**config.mk**
```make
export PLATFORM = sky130hd
export DESIGN_NAME = micro_sequencer_flat
export DESIGN_NICKNAME = d
export VERILOG_FILES = /design/src/rtl/micro_sequencer_pkg.sv /design/src/rtl/micro_sequencer_if.sv /design/src/rtl/micro_sequencer_dispatch.sv /design/src/rtl/micro_sequencer.sv /design/src/flat_wrapper.sv
export SDC_FILE = /design/constraint.sdc
export NUM_CORES = 1
export LEC_CHECK = 0
export CAP_MARGIN = 20
export CORE_UTILIZATION = 57
export DETAILED_ROUTE_END_ITERATION = 12
export DONT_BUFFER_PORTS = 1
export GPL_TIMING_DRIVEN = 0
export PLACE_DENSITY_LB_ADDON = 0.05
export SYNTH_ARGS = -nofsm -noshare
export SYNTH_HDL_FRONTEND = slang
export SYNTH_HIERARCHICAL = 1
export SYNTH_SLANG_ARGS = --single-unit
export TNS_END_PERCENT = 50
```
**constraint.sdc**
```tcl
create_clock -name clk -period 4.7 [get_ports clk]
set_input_delay 0.47 -clock clk [delete_from_list [all_inputs] [get_ports clk]]
set_output_delay 0.47 -clock clk [all_outputs]
set_load 0.05 [all_outputs]
```
**src/rtl/micro_sequencer_pkg.sv**
```systemverilog
// micro_seq_pkg: shared encodings for the micro-sequencer.
// Holds the state and sequencing-field encodings, the opcodes the dispatch
// tables recognise, and the control-store entry points they map to.
package micro_seq_pkg;

  localparam int UPC_W = 4;
  localparam int OP_W  = 6;

  typedef enum logic [1:0] {
    ST_IDLE  = 2'd0,
    ST_RUN   = 2'd1,
    ST_STALL = 2'd2,
    ST_HALT  = 2'd3
  } state_t;

  typedef enum logic [2:0] {
    SEQ_NEXT  = 3'b000,
    SEQ_DISP1 = 3'b001,
    SEQ_DISP2 = 3'b010,
    SEQ_FETCH = 3'b011,
    SEQ_BZ    = 3'b100,
    SEQ_CALL  = 3'b101,
    SEQ_RET   = 3'b110,
    SEQ_HALT  = 3'b111
  } seq_t;

  localparam logic [OP_W-1:0] OP_RTYPE = 6'b000000;
  localparam logic [OP_W-1:0] OP_LW    = 6'b100011;
  localparam logic [OP_W-1:0] OP_SW    = 6'b101011;
  localparam logic [OP_W-1:0] OP_BEQ   = 6'b000100;
  localparam logic [OP_W-1:0] OP_J     = 6'b000010;
  localparam logic [OP_W-1:0] OP_ADDI  = 6'b001000;

  // First-level dispatch targets (instruction class entry points)
  localparam logic [UPC_W-1:0] D1_RTYPE = 4'd6;
  localparam logic [UPC_W-1:0] D1_MEM   = 4'd2;
  localparam logic [UPC_W-1:0] D1_BEQ   = 4'd8;
  localparam logic [UPC_W-1:0] D1_J     = 4'd9;
  localparam logic [UPC_W-1:0] D1_ADDI  = 4'd10;

  // Second-level dispatch targets (load vs store split)
  localparam logic [UPC_W-1:0] D2_LW    = 4'd3;
  localparam logic [UPC_W-1:0] D2_SW    = 4'd5;

endpackage

```
**src/rtl/micro_sequencer_if.sv**
```systemverilog
// micro_sequencer_if: control-word fields and status between the control
// store / datapath (master) and the micro-sequencer (slave).
interface micro_sequencer_if;
  import micro_seq_pkg::*;

  logic [OP_W-1:0]  op;
  logic [2:0]       seq;
  logic [UPC_W-1:0] utarget;
  logic             mem_req;
  logic             mem_ready;
  logic             zero;
  logic [UPC_W-1:0] upc;
  logic             ctrl_valid;
  logic             instr_done;
  logic             illegal_op;
  logic [1:0]       state;
  logic             bus_err;

  modport master (
    output op, seq, utarget, mem_req, mem_ready, zero,
    input  upc, ctrl_valid, instr_done, illegal_op, state, bus_err
  );

  modport slave (
    input  op, seq, utarget, mem_req, mem_ready, zero,
    output upc, ctrl_valid, instr_done, illegal_op, state, bus_err
  );

endinterface

```
**src/rtl/micro_sequencer_dispatch.sv**
```systemverilog
// micro_dispatch: combinational opcode decode into the two dispatch-table
// entry points, with a valid flag per table for undecodable opcodes.
module micro_dispatch
  import micro_seq_pkg::*;
(
  input  logic [OP_W-1:0]  i_op,
  output logic [UPC_W-1:0] o_disp1_addr,
  output logic [UPC_W-1:0] o_disp2_addr,
  output logic             o_disp1_ok,
  output logic             o_disp2_ok
);

  // First-level table: one entry per instruction class
  always_comb begin
    o_disp1_addr = '0;
    o_disp1_ok   = 1'b1;
    case (i_op)
      OP_RTYPE: o_disp1_addr = D1_RTYPE;
      OP_LW:    o_disp1_addr = D1_MEM;
      OP_SW:    o_disp1_addr = D1_MEM;
      OP_BEQ:   o_disp1_addr = D1_BEQ;
      OP_J:     o_disp1_addr = D1_J;
      OP_ADDI:  o_disp1_addr = D1_ADDI;
      default:  o_disp1_ok   = 1'b0;
    endcase
  end

  // Second-level table: only memory instructions branch here
  always_comb begin
    o_disp2_addr = '0;
    o_disp2_ok   = 1'b1;
    case (i_op)
      OP_LW:   o_disp2_addr = D2_LW;
      OP_SW:   o_disp2_addr = D2_SW;
      default: o_disp2_ok   = 1'b0;
    endcase
  end

endmodule

```
**src/rtl/micro_sequencer.sv**
```systemverilog
// micro_sequencer: next-micro-address sequencer with opcode dispatch,
// conditional branch, one-level micro-subroutine, memory stall handshake and
// halt on illegal opcode / unmatched return.
// Optional feature: define MICRO_SEQ_TIMEOUT_EN to add a stall-cycle counter
// that raises a sticky bus_err and halts after STALL_MAX stalled cycles.
module micro_sequencer #(
  parameter int UPC_W     = micro_seq_pkg::UPC_W,
  parameter int OP_W      = micro_seq_pkg::OP_W,
  parameter int STALL_MAX = 15
) (
  input logic              clk,
  input logic              rst,
  micro_sequencer_if.slave bus
);
  import micro_seq_pkg::*;

  state_t           r_state;
  state_t           w_state_nxt;
  seq_t             w_seq;
  logic [UPC_W-1:0] r_upc;
  logic [UPC_W-1:0] w_upc_nxt;
  logic [UPC_W-1:0] w_upc_inc;
  logic [UPC_W-1:0] r_ret_reg;
  logic [UPC_W-1:0] w_ret_reg_nxt;
  logic             r_ret_valid;
  logic             w_ret_valid_nxt;
  logic             r_instr_done;
  logic             w_instr_done_nxt;
  logic             r_illegal;
  logic             w_illegal_nxt;
  logic             w_step;
  logic [UPC_W-1:0] w_disp1_addr;
  logic [UPC_W-1:0] w_disp2_addr;
  logic             w_disp1_ok;
  logic             w_disp2_ok;
  logic [OP_W-1:0]  w_op;

`ifdef MICRO_SEQ_TIMEOUT_EN
  localparam int CNT_W = $clog2(STALL_MAX + 1);
  logic [CNT_W-1:0] r_stall_cnt;
  logic [CNT_W-1:0] w_stall_cnt_inc;
  logic [CNT_W-1:0] w_stall_cnt_nxt;
  logic             r_bus_err;
  logic             w_bus_err_nxt;
`endif

  assign w_op      = bus.op;
  assign w_seq     = seq_t'(bus.seq);
  assign w_upc_inc = r_upc + UPC_W'(1);

  micro_dispatch u_dispatch (
    .i_op         (w_op),
    .o_disp1_addr (w_disp1_addr),
    .o_disp2_addr (w_disp2_addr),
    .o_disp1_ok   (w_disp1_ok),
    .o_disp2_ok   (w_disp2_ok)
  );

  // State register
  always_ff @(posedge clk or posedge rst) begin
    if (rst) r_state <= ST_IDLE;
    else     r_state <= w_state_nxt;
  end

  // Next state and next micro-address; a stalled word is sequenced on the
  // same edge that memory becomes ready, so resume costs no extra cycle
  always_comb begin
    w_state_nxt      = r_state;
    w_upc_nxt        = r_upc;
    w_ret_reg_nxt    = r_ret_reg;
    w_ret_valid_nxt  = r_ret_valid;
    w_instr_done_nxt = 1'b0;
    w_illegal_nxt    = r_illegal;
    w_step           = 1'b0;
`ifdef MICRO_SEQ_TIMEOUT_EN
    w_stall_cnt_inc  = r_stall_cnt + CNT_W'(1);
    w_bus_err_nxt    = r_bus_err;
`endif

    case (r_state)
      ST_IDLE: w_state_nxt = ST_RUN;
      ST_RUN: begin
        if (bus.mem_req && !bus.mem_ready) w_state_nxt = ST_STALL;
        else                               w_step      = 1'b1;
      end
      ST_STALL: begin
        if (bus.mem_ready) begin
          w_state_nxt = ST_RUN;
          w_step      = 1'b1;
        end
`ifdef MICRO_SEQ_TIMEOUT_EN
        else if (w_stall_cnt_inc == CNT_W'(STALL_MAX)) begin
          w_bus_err_nxt = 1'b1;
          w_state_nxt   = ST_HALT;
        end
`endif
      end
      ST_HALT: w_state_nxt = ST_HALT;
      default: w_state_nxt = ST_HALT;
    endcase

    if (w_step) begin
      w_state_nxt = ST_RUN;
      case (w_seq)
        SEQ_NEXT: w_upc_nxt = w_upc_inc;
        SEQ_DISP1: begin
          if (w_disp1_ok) w_upc_nxt = w_disp1_addr;
          else begin
            w_illegal_nxt = 1'b1;
            w_state_nxt   = ST_HALT;
          end
        end
        SEQ_DISP2: begin
          if (w_disp2_ok) w_upc_nxt = w_disp2_addr;
          else begin
            w_illegal_nxt = 1'b1;
            w_state_nxt   = ST_HALT;
          end
        end
        SEQ_FETCH: begin
          w_upc_nxt        = '0;
          w_instr_done_nxt = 1'b1;
        end
        SEQ_BZ: w_upc_nxt = bus.zero ? bus.utarget : w_upc_inc;
        SEQ_CALL: begin
          w_ret_reg_nxt   = w_upc_inc;
          w_ret_valid_nxt = 1'b1;
          w_upc_nxt       = bus.utarget;
        end
        SEQ_RET: begin
          if (r_ret_valid) begin
            w_upc_nxt       = r_ret_reg;
            w_ret_valid_nxt = 1'b0;
          end else begin
            w_illegal_nxt = 1'b1;
            w_state_nxt   = ST_HALT;
          end
        end
        SEQ_HALT: w_state_nxt = ST_HALT;
        default:  w_state_nxt = ST_HALT;
      endcase
    end

`ifdef MICRO_SEQ_TIMEOUT_EN
    // Counter only runs while remaining in STALL; any exit clears it
    w_stall_cnt_nxt = (r_state == ST_STALL && w_state_nxt == ST_STALL) ?
                      w_stall_cnt_inc : '0;
`endif
  end

  // Micro-address, return register and status flags
  always_ff @(posedge clk or posedge rst) begin
    if (rst) begin
      r_upc        <= '0;
      r_ret_reg    <= '0;
      r_ret_valid  <= 1'b0;
      r_instr_done <= 1'b0;
      r_illegal    <= 1'b0;
    end else begin
      r_upc        <= w_upc_nxt;
      r_ret_reg    <= w_ret_reg_nxt;
      r_ret_valid  <= w_ret_valid_nxt;
      r_instr_done <= w_instr_done_nxt;
      r_illegal    <= w_illegal_nxt;
    end
  end

`ifdef MICRO_SEQ_TIMEOUT_EN
  // Stall-cycle counter and sticky bus error
  always_ff @(posedge clk or posedge rst) begin
    if (rst) begin
      r_stall_cnt <= '0;
      r_bus_err   <= 1'b0;
    end else begin
      r_stall_cnt <= w_stall_cnt_nxt;
      r_bus_err   <= w_bus_err_nxt;
    end
  end
  assign bus.bus_err = r_bus_err;
`else
  assign bus.bus_err = 1'b0;
`endif

  // Outputs: the control word is only effective while running
  always_comb begin
    bus.ctrl_valid = (r_state == ST_RUN);
    bus.upc        = r_upc;
    bus.instr_done = r_instr_done;
    bus.illegal_op = r_illegal;
    bus.state      = r_state;
  end

endmodule

```
**src/flat_wrapper.sv**
```systemverilog
// flat-port wrapper written by rule: the top's interface ports become plain ports
module micro_sequencer_flat import micro_seq_pkg::*;
#(
  parameter int UPC_W     = micro_seq_pkg::UPC_W,
  parameter int OP_W      = micro_seq_pkg::OP_W,
  parameter int STALL_MAX = 15
)
  (clk, rst, bus_op, bus_seq, bus_utarget, bus_mem_req, bus_mem_ready, bus_zero, bus_upc, bus_ctrl_valid, bus_instr_done, bus_illegal_op, bus_state, bus_bus_err);
  micro_sequencer_if bus_i ();
  input logic clk;
  input logic rst;
  input wire logic [$bits(bus_i.op)-1:0] bus_op;
  input wire logic [$bits(bus_i.seq)-1:0] bus_seq;
  input wire logic [$bits(bus_i.utarget)-1:0] bus_utarget;
  input wire logic [$bits(bus_i.mem_req)-1:0] bus_mem_req;
  input wire logic [$bits(bus_i.mem_ready)-1:0] bus_mem_ready;
  input wire logic [$bits(bus_i.zero)-1:0] bus_zero;
  output wire logic [$bits(bus_i.upc)-1:0] bus_upc;
  output wire logic [$bits(bus_i.ctrl_valid)-1:0] bus_ctrl_valid;
  output wire logic [$bits(bus_i.instr_done)-1:0] bus_instr_done;
  output wire logic [$bits(bus_i.illegal_op)-1:0] bus_illegal_op;
  output wire logic [$bits(bus_i.state)-1:0] bus_state;
  output wire logic [$bits(bus_i.bus_err)-1:0] bus_bus_err;
  assign bus_i.op = bus_op;
  assign bus_i.seq = bus_seq;
  assign bus_i.utarget = bus_utarget;
  assign bus_i.mem_req = bus_mem_req;
  assign bus_i.mem_ready = bus_mem_ready;
  assign bus_i.zero = bus_zero;
  assign bus_upc = bus_i.upc;
  assign bus_ctrl_valid = bus_i.ctrl_valid;
  assign bus_instr_done = bus_i.instr_done;
  assign bus_illegal_op = bus_i.illegal_op;
  assign bus_state = bus_i.state;
  assign bus_bus_err = bus_i.bus_err;
  micro_sequencer #(.UPC_W(UPC_W), .OP_W(OP_W), .STALL_MAX(STALL_MAX)) u_core (.clk(clk), .rst(rst), .bus(bus_i));
endmodule
```
==> results of run 1 <==
==> cell usage in the layout (no fill, tap or decap), types with 2 or more instances in the layout <==
master and n:
inv_1 13, a221oi_1 2, nand3_1 4, nand2_1 11, nand3b_1 2, a31oi_1 3
ha_1 4, nor4b_1 3, nor2b_1 3, a21oi_1 12, nor2_1 11, o22a_1 2
buf_4 6, conb_1 2, or3_1 2, buf_2 5, o21a_1 2, clkbuf_1 2
a211oi_1 5, xnor2_1 3, clkbuf_4 3, o22ai_1 3, and3_1 4, dfrtp_1 13
nor4_1 2, nor3_1 3, o32ai_1 2, a21o_1 4, mux2i_1 3, o21ai_1 2
o21ai_0 11, nand2b_1 2
==> Yosys cell counts, drive strengths merged (3+ instances only) <==
library cell / n
and3: 4
o22ai: 3
dfrtp: 13
a21oi: 13
xnor2: 3
nand3: 4
mux2i: 3
nor2: 11
nor2b: 3
inv: 13
o21ai: 13
ha: 4
nand2: 12
a21o: 4
nor3: 3
a31oi: 4
nor4b: 3
a211oi: 5
buf: 12
==> area by class of cell <==
class,instances,share of cell area [%]
Tap cell,27,2.542
Sequential cell,13,24.48
Clock buffer,4,1.977
Inverter,13,3.672
Multi-Input combinational cell,123,60.92
Buffer,13,6.403
==> through the flow <==
| step | power [mW] | instances | cell area (µm²) | setup WS [ps] | hold slack [ps] |
|---|---|---|---|---|---|
| after floorplan | 0.4986 | 162 | 1269 | 2349 | 347.0 |
| after global placement | 0.5404 | 189 | 1303 | 2085 | 402.0 |
| after detailed placement | 0.5541 | 189 | 1303 | 2035 | 406.9 |
| after CTS | 0.6231 | 193 | 1329 | 2024 | 106.6 |
| after global routing | 0.6721 | 193 | 1329 | 1844 | 127.8 |
| final | 0.6238 | 193 | 1329 | 2017 | 96.37 |
==> how the worst max path moves through the flow <==
stage,end,slack (ps),cells after the start
after floorplan,u_core/r_ret_reg[3],2350,7
after global placement,u_core/bus.upc[2],2090,6
after detailed placement,u_core/bus.upc[1],2040,6
after CTS,u_core/bus.upc[2],2020,6
after global routing,u_core/bus.upc[2],1840,6
final,u_core/bus.upc[2],2020,6
==> where the power goes <==
group / total (mW) / internal, mW / switching [mW] / leakage (nW)
clock: 0.0691 / 0.0329 / 0.0362 / 0.0150
sequential: 0.283 / 0.152 / 0.131 / 0.154
combinational: 0.272 / 0.112 / 0.160 / 0.361
total: 0.624 / 0.297 / 0.327 / 0.530
==> logic make-up (layout without fill, tap and decap cells) <==
group,after synthesis,in the layout,share of synthesized area [%]
buffers and inverters,26,30,10.55
DFF,13,13,25.64
and+or+nand+nor,53,53,22.78
xor gates and xnor gates,3,3,2.071
other,2,2,0.5919
adders and majority gates,4,4,3.945
muxes,3,3,2.367
AOI/OAI and AO/OA,58,58,32.05
==> routing by layer <==
| layer | vias up | track usage (%) | routed length (µm) |
|---|---|---|---|
| li1 | 597 | - | - |
| met1 | 549 | 37.06 | 1277 |
| met2 | 47 | 43.61 | 1322 |
| met3 | 2 | 8.100 | 225 |
| met4 | 0 | 6.373 | 19 |
| met5 | - | 0 | 0 |
==> results.yml, run 1 <==
timing:
  finalMaxSlewViolations: 0
  worst_pin_slew_ps: 724.2
  finClkSkew_ps: 0.7673
  setup_viol: 0
  fmax_mhz: 372.7
  slew_headroom_pct: 51.72
  rsz0062_at_grt: "false"
  finalCritPeriodShare_pct: 57.08
  hold_viol: 0
  fin_tns_setup_ps: 0
  final.min_clock_period_ps: 2683
clock_network:
  numCtsBuffers: 3
  cts_tree: "yes"
  cts.sinks: 13
  cts_resized: 0
  post_cts_buffers: 0
  clk_path_buf_depth: 2
  clockRootBuffer: "clkbuf_4"
  clk_latency_ps: 270
  htreeDepth: 1
  postCtsHoldBufs: 0
  clk_pin_slew_ps: 80
routing:
  vias: 1195
  antenna_left: 0
  drt_iter0_markers: 46
  routedWlPerCell_um: 14.74
  routed_wl_um: 2844
  drc_errors: 0
  avgViaCountPerCell: 6.192
  first_pass_iters: 6
power_and_ir_drop:
  power_density_mw_per_mm2: 469.5
  p_leak_nw: 0.5303
  peakVddDrop_mv: 0.4127
setup_path:
  reg2reg_slack_ps: 2020
  rr_startpoint: "u_core/bus.state[0]"
  crit_type: "reg -> reg"
  worstPathBufferInverterCount: 0
  ff2ff_path_depth: 6
  critical-path-slowest-cell: "dfrtp_1"
  critPathMaxStageDelay_ps: 730
  timing.rr.end: "u_core/bus.upc[2]"
  start_kind: "flop"
  setup.worst_path.start: "u_core/bus.state[0]"
  cp-end-kind: "flop"
  crit_family: "compound AO/OA/AOI/OAI gates"
  cp_max_fo: 8
  cp.arrival_ps: 2880
  worstPathRequired_ps: 4900
  crit_chain: "ha_1 > o21ai_1 > a21oi_2 > nand2_2 > a21o_1 > a22oi_1"
layout:
  diodes: 0
  finish.utilization_pct: 65.72
  nNetsFinal: 189
  seqCellArea_um2: 325.3
  multi_input_area_um2: 809.5
  drive_gt1_share_pct: 12.65
  syn_to_final_growth_pct: 4.733
  fillers: 176
floorplanning:
  start_util_pct: 62.75
  fp.coreArea_mm2: 0.002022
  die_area_mm2: 0.002419
  row_count: 16
  io_pins: 28
  dieHeight_um: 49.18
  fp.dieW_um: 49.18
placement:
  hpwl_um: 2220
  place.gp.congestion: 0.8438
  portBuffers: 0
synth:
  syn_inst: 162
  yosys_warnings: 6
  syn_avg_cell_area_um2: 7.832
  syn_nets: 184
  async_flop_share_pct: 100.0
  yosysSeqAreaShare_pct: 25.64
  synth_edf_count: 0
  synth-seq-cells: 13
  synthesis.area_mm2: 0.001269
  yosysTopAreaCell: "dfrtp_1"
  yosysTopAreaCellShare_pct: 25.64
  yosys-top-cells-area: "dfrtp_1, a21oi_1, o21ai_0, ha_1, inv_1"
  ys_types: 48
  synthFlopType: "dfrtp_1"
global_routing:
  grt_antenna_before_repair: 0
  grt_pass1_wl_um: 5112
  grt_usage_pct: 27.66
  grt_max_degree: 14
  grt_overflow: 0
  grt_pass1_vias: 1160
job:
  cap_violations: 0
run_status:
  status: "completed"
min_path:
  min_path_type: "in -> async"
Power figures use the tool's default switching activity.
==> run 2, diff against run 1 <==
- clock period: 4.7 -> 2.8 ns (I/O delays scaled with it)
==> run 2 against run 1 <==
  * Setup slack got worse by 1700 ps
  * Combinational power up 70%
  * Largest power group unchanged
  * Flip-flop and latch count unchanged
==> results.yml, run 2 (synthesized netlist as in run 1, its figures left out) <==
routing:
  antenna_left: 0
  drc_errors: 0
  avgViaCountPerCell: 6.227
  first_pass_iters: 5
  routed_wl_um: 2860
  drt_iter0_markers: 48
  vias: 1208
  routedWlPerCell_um: 14.74
clock_network:
  clockRootBuffer: "clkbuf_4"
  numCtsBuffers: 3
  cts.sinks: 13
  clk_path_buf_depth: 2
  htreeDepth: 1
  cts_tree: "yes"
  clk_latency_ps: 270
  clk_pin_slew_ps: 80
layout:
  drive_gt1_share_pct: 13.17
  layout_common_cells: "inv_1, dfrtp_1, a21oi_1"
  finish.utilization_pct: 66.34
  syn_to_final_growth_pct: 5.720
  diodes: 0
  nNetsFinal: 190
  fillers: 176
timing:
  finClkSkew_ps: 0.9329
  rsz0062_at_grt: "false"
  setup_viol: 0
  worst_pin_slew_ps: 663.4
  fmax_mhz: 408.0
  hold_viol: 0
  finalMaxSlewViolations: 0
  slew_headroom_pct: 55.78
  finalCritPeriodShare_pct: 87.54
  final.min_clock_period_ps: 2451
  fin_tns_setup_ps: 0
floorplanning:
  io_pins: 28
  fp.dieW_um: 49.18
  dieHeight_um: 49.18
  die_area_mm2: 0.002419
  start_util_pct: 62.75
  row_count: 16
  fp.coreArea_mm2: 0.002022
placement:
  hpwl_um: 2220
  portBuffers: 0
  place.gp.congestion: 0.8438
global_routing:
  grt_max_degree: 14
  grt_usage_pct: 27.59
  grt_pass1_wl_um: 5099
  grt_pass1_vias: 1161
  grt_overflow: 0
  grt_antenna_before_repair: 0
power_and_ir_drop:
  p_sw_share_pct: 52.30
  switching_power_uw: 551.3
  power_density_mw_per_mm2: 785.8
  power.internal_uw: 502.8
  comb_power_share_pct: 43.8
  p_leak_nw: 0.5332
  peakVddDrop_mv: 0.6927
  seq_power_share_pct: 45.1
  clkPwrFrac_pct: 11.1
run_status:
  status: "completed"
job:
  cap_violations: 0
min_path:
  min_path_type: "in -> reg"
setup_path:
  cp_max_fo: 8
  cp-end-kind: "flop"
  cp.arrival_ps: 2650
  crit_type: "reg -> reg"
  start_kind: "flop"
  worstPathRequired_ps: 3000
## run 2: metal layers
layer | vias up | GRT usage, % | part of all wire, %
li1 | 599 | - | -
met1 | 570 | 37.06 | 47
met2 | 37 | 43.38 | 46
met3 | 2 | 8.100 | 5.7
met4 | 0 | 6.373 | 0.66
met5 | - | 0 | 0
## run 2: worst paths after layout
path / slack, ps / from / cells after the start / endpoint
worst max-delay path: 350 / u_core/bus.state[0] / 6 / u_core/bus.upc[2]
worst min-delay path: 200 / bus_mem_ready / 2 / u_core/bus.state[0]
worst max register to register: 350 / u_core/bus.state[0] / 6 / u_core/bus.upc[2]
worst min register to register: 530 / u_core/r_ret_reg[0] / 2 / u_core/r_ret_reg[0]
max in group asynchronous: 2000 / rst / 2 / u_core/r_ret_reg[0]
min in group asynchronous: 480 / rst / 2 / u_core/bus.state[0]
## run 2: critical path, stage by stage, from the launching register on
cell      delay (ps)
dfrtp_1          730
ha_2             550
nand2b_1         170
a21oi_2          380
nand2_2          190
a21o_1           200
a22oi_1          140
## run 2: per-stage QoR
stage	instances	hold slack [ps]	total power [mW]	setup WS [ps]	area (µm²)
detailed placement	189	216.9	0.9302	135.4	1303
global placement	189	212.0	0.9070	185.4	1303
CTS	194	183.5	1.047	124.1	1339
finish	194	204.9	1.054	348.7	1341
floorplan	162	157.0	0.8370	449.1	1269
global route	194	215.1	1.133	195.2	1341
## run 2: layout make-up
cell class | instances | area [µm²] | share of cell area [%]
multi-input cells | 123 | 812.0 | 60.54
clock buffers | 4 | 26.28 | 1.959
repair buffers | 1 | 10.01 | 0.7463
plain buffers | 13 | 85.08 | 6.343
inverters | 13 | 48.80 | 3.638
well taps | 27 | 33.78 | 2.519
flip-flops and latches | 13 | 325.3 | 24.25
## run 2: power groups by stage
| stage | sequential [mW] | clock (mW) | combinational, mW |
|---|---|---|---|
| finish | 0.475 | 0.117 | 0.462 |
| global route | 0.488 | 0.131 | 0.514 |
| CTS | 0.475 | 0.118 | 0.454 |
| detailed placement | 0.479 | 0 | 0.451 |
| global placement | 0.475 | 0 | 0.432 |
| floorplan | 0.459 | 0 | 0.378 |
## run 2: timing repair
item,4_1_cts,5_1_grt
setup buffers,0,0
endpoints found under the setup margin,0,6
resized for setup,0,1
hold endpoints to repair,13,0
hold buffers,1,0
==> run 3, diff against run 2 <==
- CORE_UTILIZATION: 57 -> 54
- DONT_BUFFER_PORTS: 1 -> unset
- clock period: 2.8 -> 3.1 ns (I/O delays scaled with it)
==> run 3 against run 2 <==
  * Sequential share of layout area is 3.4 points lower
  * First-iteration DRC count is 8.3% lower
  * Clock power is 14% lower
  * Critical endpoint unchanged
  * Largest cell class unchanged
==> results.yml, run 3 (synthesized netlist as in run 1, its figures left out) <==
run_status:
  status: "completed"
floorplanning:
  die_area_mm2: 0.002547
  dieHeight_um: 50.47
  fp.coreArea_mm2: 0.002212
  start_util_pct: 57.35
  fp.dieW_um: 50.47
  row_count: 17
  io_pins: 28
layout:
  finish.utilization_pct: 70.53
  syn_to_final_growth_pct: 22.98
  layout_commonest_cell: "clkdlybuf4s50_1"
  design_area_mm2: 0.001560
  stdcell_count: 217
  layout_common_cells: "clkdlybuf4s50_1, inv_1, dfrtp_1, a21oi_1"
  nNetsFinal: 212
  drive_gt1_share_pct: 11.11
  diodes: 0
setup_path:
  crit_chain: "clkdlybuf4s50_1 > or4_1 > a31oi_1 > nor4b_1 > a31oi_2 > nand2_2 > a21o_1 > a22oi_1"
  cp-end-kind: "flop"
  critPathMaxStageDelay_ps: 520
  crit_type: "in -> reg"
  cp.arrival_ps: 2500
  critical-path-slowest-cell: "or4_1"
  worstPathBufferInverterCount: 1
  start_kind: "primary input"
  crit_family: "compound AO/OA/AOI/OAI gates"
  cp_max_fo: 8
  worstPathRequired_ps: 3280
global_routing:
  grt_antenna_before_repair: 0
  grt_pass1_wl_um: 5037
  grt_pass1_vias: 1123
  grt_overflow: 0
  grt_usage_pct: 25.92
  grt_max_degree: 14
placement:
  placed_cells: 213
  hpwl_um: 2212
  portBuffers: 23
  dpl_cell_area_mm2: 0.001534
  place.gp.congestion: 0.8462
clock_network:
  post_cts_buffers: 0
  clk_latency_ps: 270
  cts_resized: 0
  numCtsBuffers: 3
  htreeDepth: 1
  clockRootBuffer: "clkbuf_4"
  postCtsHoldBufs: 0
  clk_path_buf_depth: 2
  clk_pin_slew_ps: 80
  cts_tree: "yes"
  cts.sinks: 13
power_and_ir_drop:
  report.power.total_mw: 1.053
  p_leak_nw: 0.6193
  peakVddDrop_mv: 0.5922
  power_density_mw_per_mm2: 674.9
routing:
  routed_wl_um: 2953
  first_pass_iters: 5
  avgViaCountPerCell: 5.986
  vias: 1299
  antenna_left: 0
  routedWlPerCell_um: 13.61
  drc_errors: 0
  drt_iter0_markers: 44
job:
  cap_violations: 0
min_path:
  min_path_type: "in -> async"
timing:
  hold_viol: 0
  finalMaxSlewViolations: 0
  fmax_mhz: 431.8
  final.min_clock_period_ps: 2316
  finalCritPeriodShare_pct: 74.70
  finClkSkew_ps: 0.9787
  fin_tns_setup_ps: 0
  rsz0062_at_grt: "false"
  setup_viol: 0
-- run 3: changes by cell type in the layout (fill, tap and decap cells not counted), sizes merged --
cell,before,now
dlygate4sd3,1,0
clkdlybuf4s50,0,23
-- run 3: metrics by stage --
step                setup slack (ps)  hold WS, ps
finish                         784.2        359.3
global route                   727.7        394.1
CTS                            835.3        372.9
detailed placement             585.9        450.4
global placement               627.3        443.2
floorplan                      749.1        187.0
-- run 3: path summary, 6_finish.rpt --
kind                                        from               endpoint  slack (ps)  depth (start not counted)
setup / recovery                       bus_op[5]      u_core/bus.upc[2]         780                          8
hold / removal                               rst    u_core/bus.state[0]         360                          2
setup reg to reg             u_core/bus.state[1]      u_core/bus.upc[2]        1150                          7
hold reg to reg            u_core/bus.illegal_op  u_core/bus.illegal_op         460                          1
max in group asynchronous                    rst    u_core/r_ret_reg[1]        2410                          2
min in group clk           u_core/bus.illegal_op  u_core/bus.illegal_op         460                          1
-- run 3: power breakdown --
group	switching (mW)	internal, mW	total (mW)
clock	0.0513	0.0498	0.101
combinational	0.397	0.254	0.651
sequential	0.0667	0.234	0.301
-- run 3: metal layers --
| metal | GRT usage [%] | routed length [µm] | vias to the layer above |
|---|---|---|---|
| met5 | 0 | 0 | - |
| met3 | 4.545 | 188 | 10 |
| met1 | 34.70 | 1346 | 590 |
| li1 | - | - | 643 |
| met2 | 41.11 | 1366 | 56 |
| met4 | 10.19 | 52 | 0 |
-- run 3: layout make-up --
type | count | area (µm²)
plain buffers | 13 | 85.08
multi-input cells | 123 | 809.5
flip-flops and latches | 13 | 325.3
inverters | 13 | 48.80
repair buffers | 23 | 230.2
fillers | 177 | 651.9
clock buffers | 4 | 26.28
well taps | 28 | 35.03
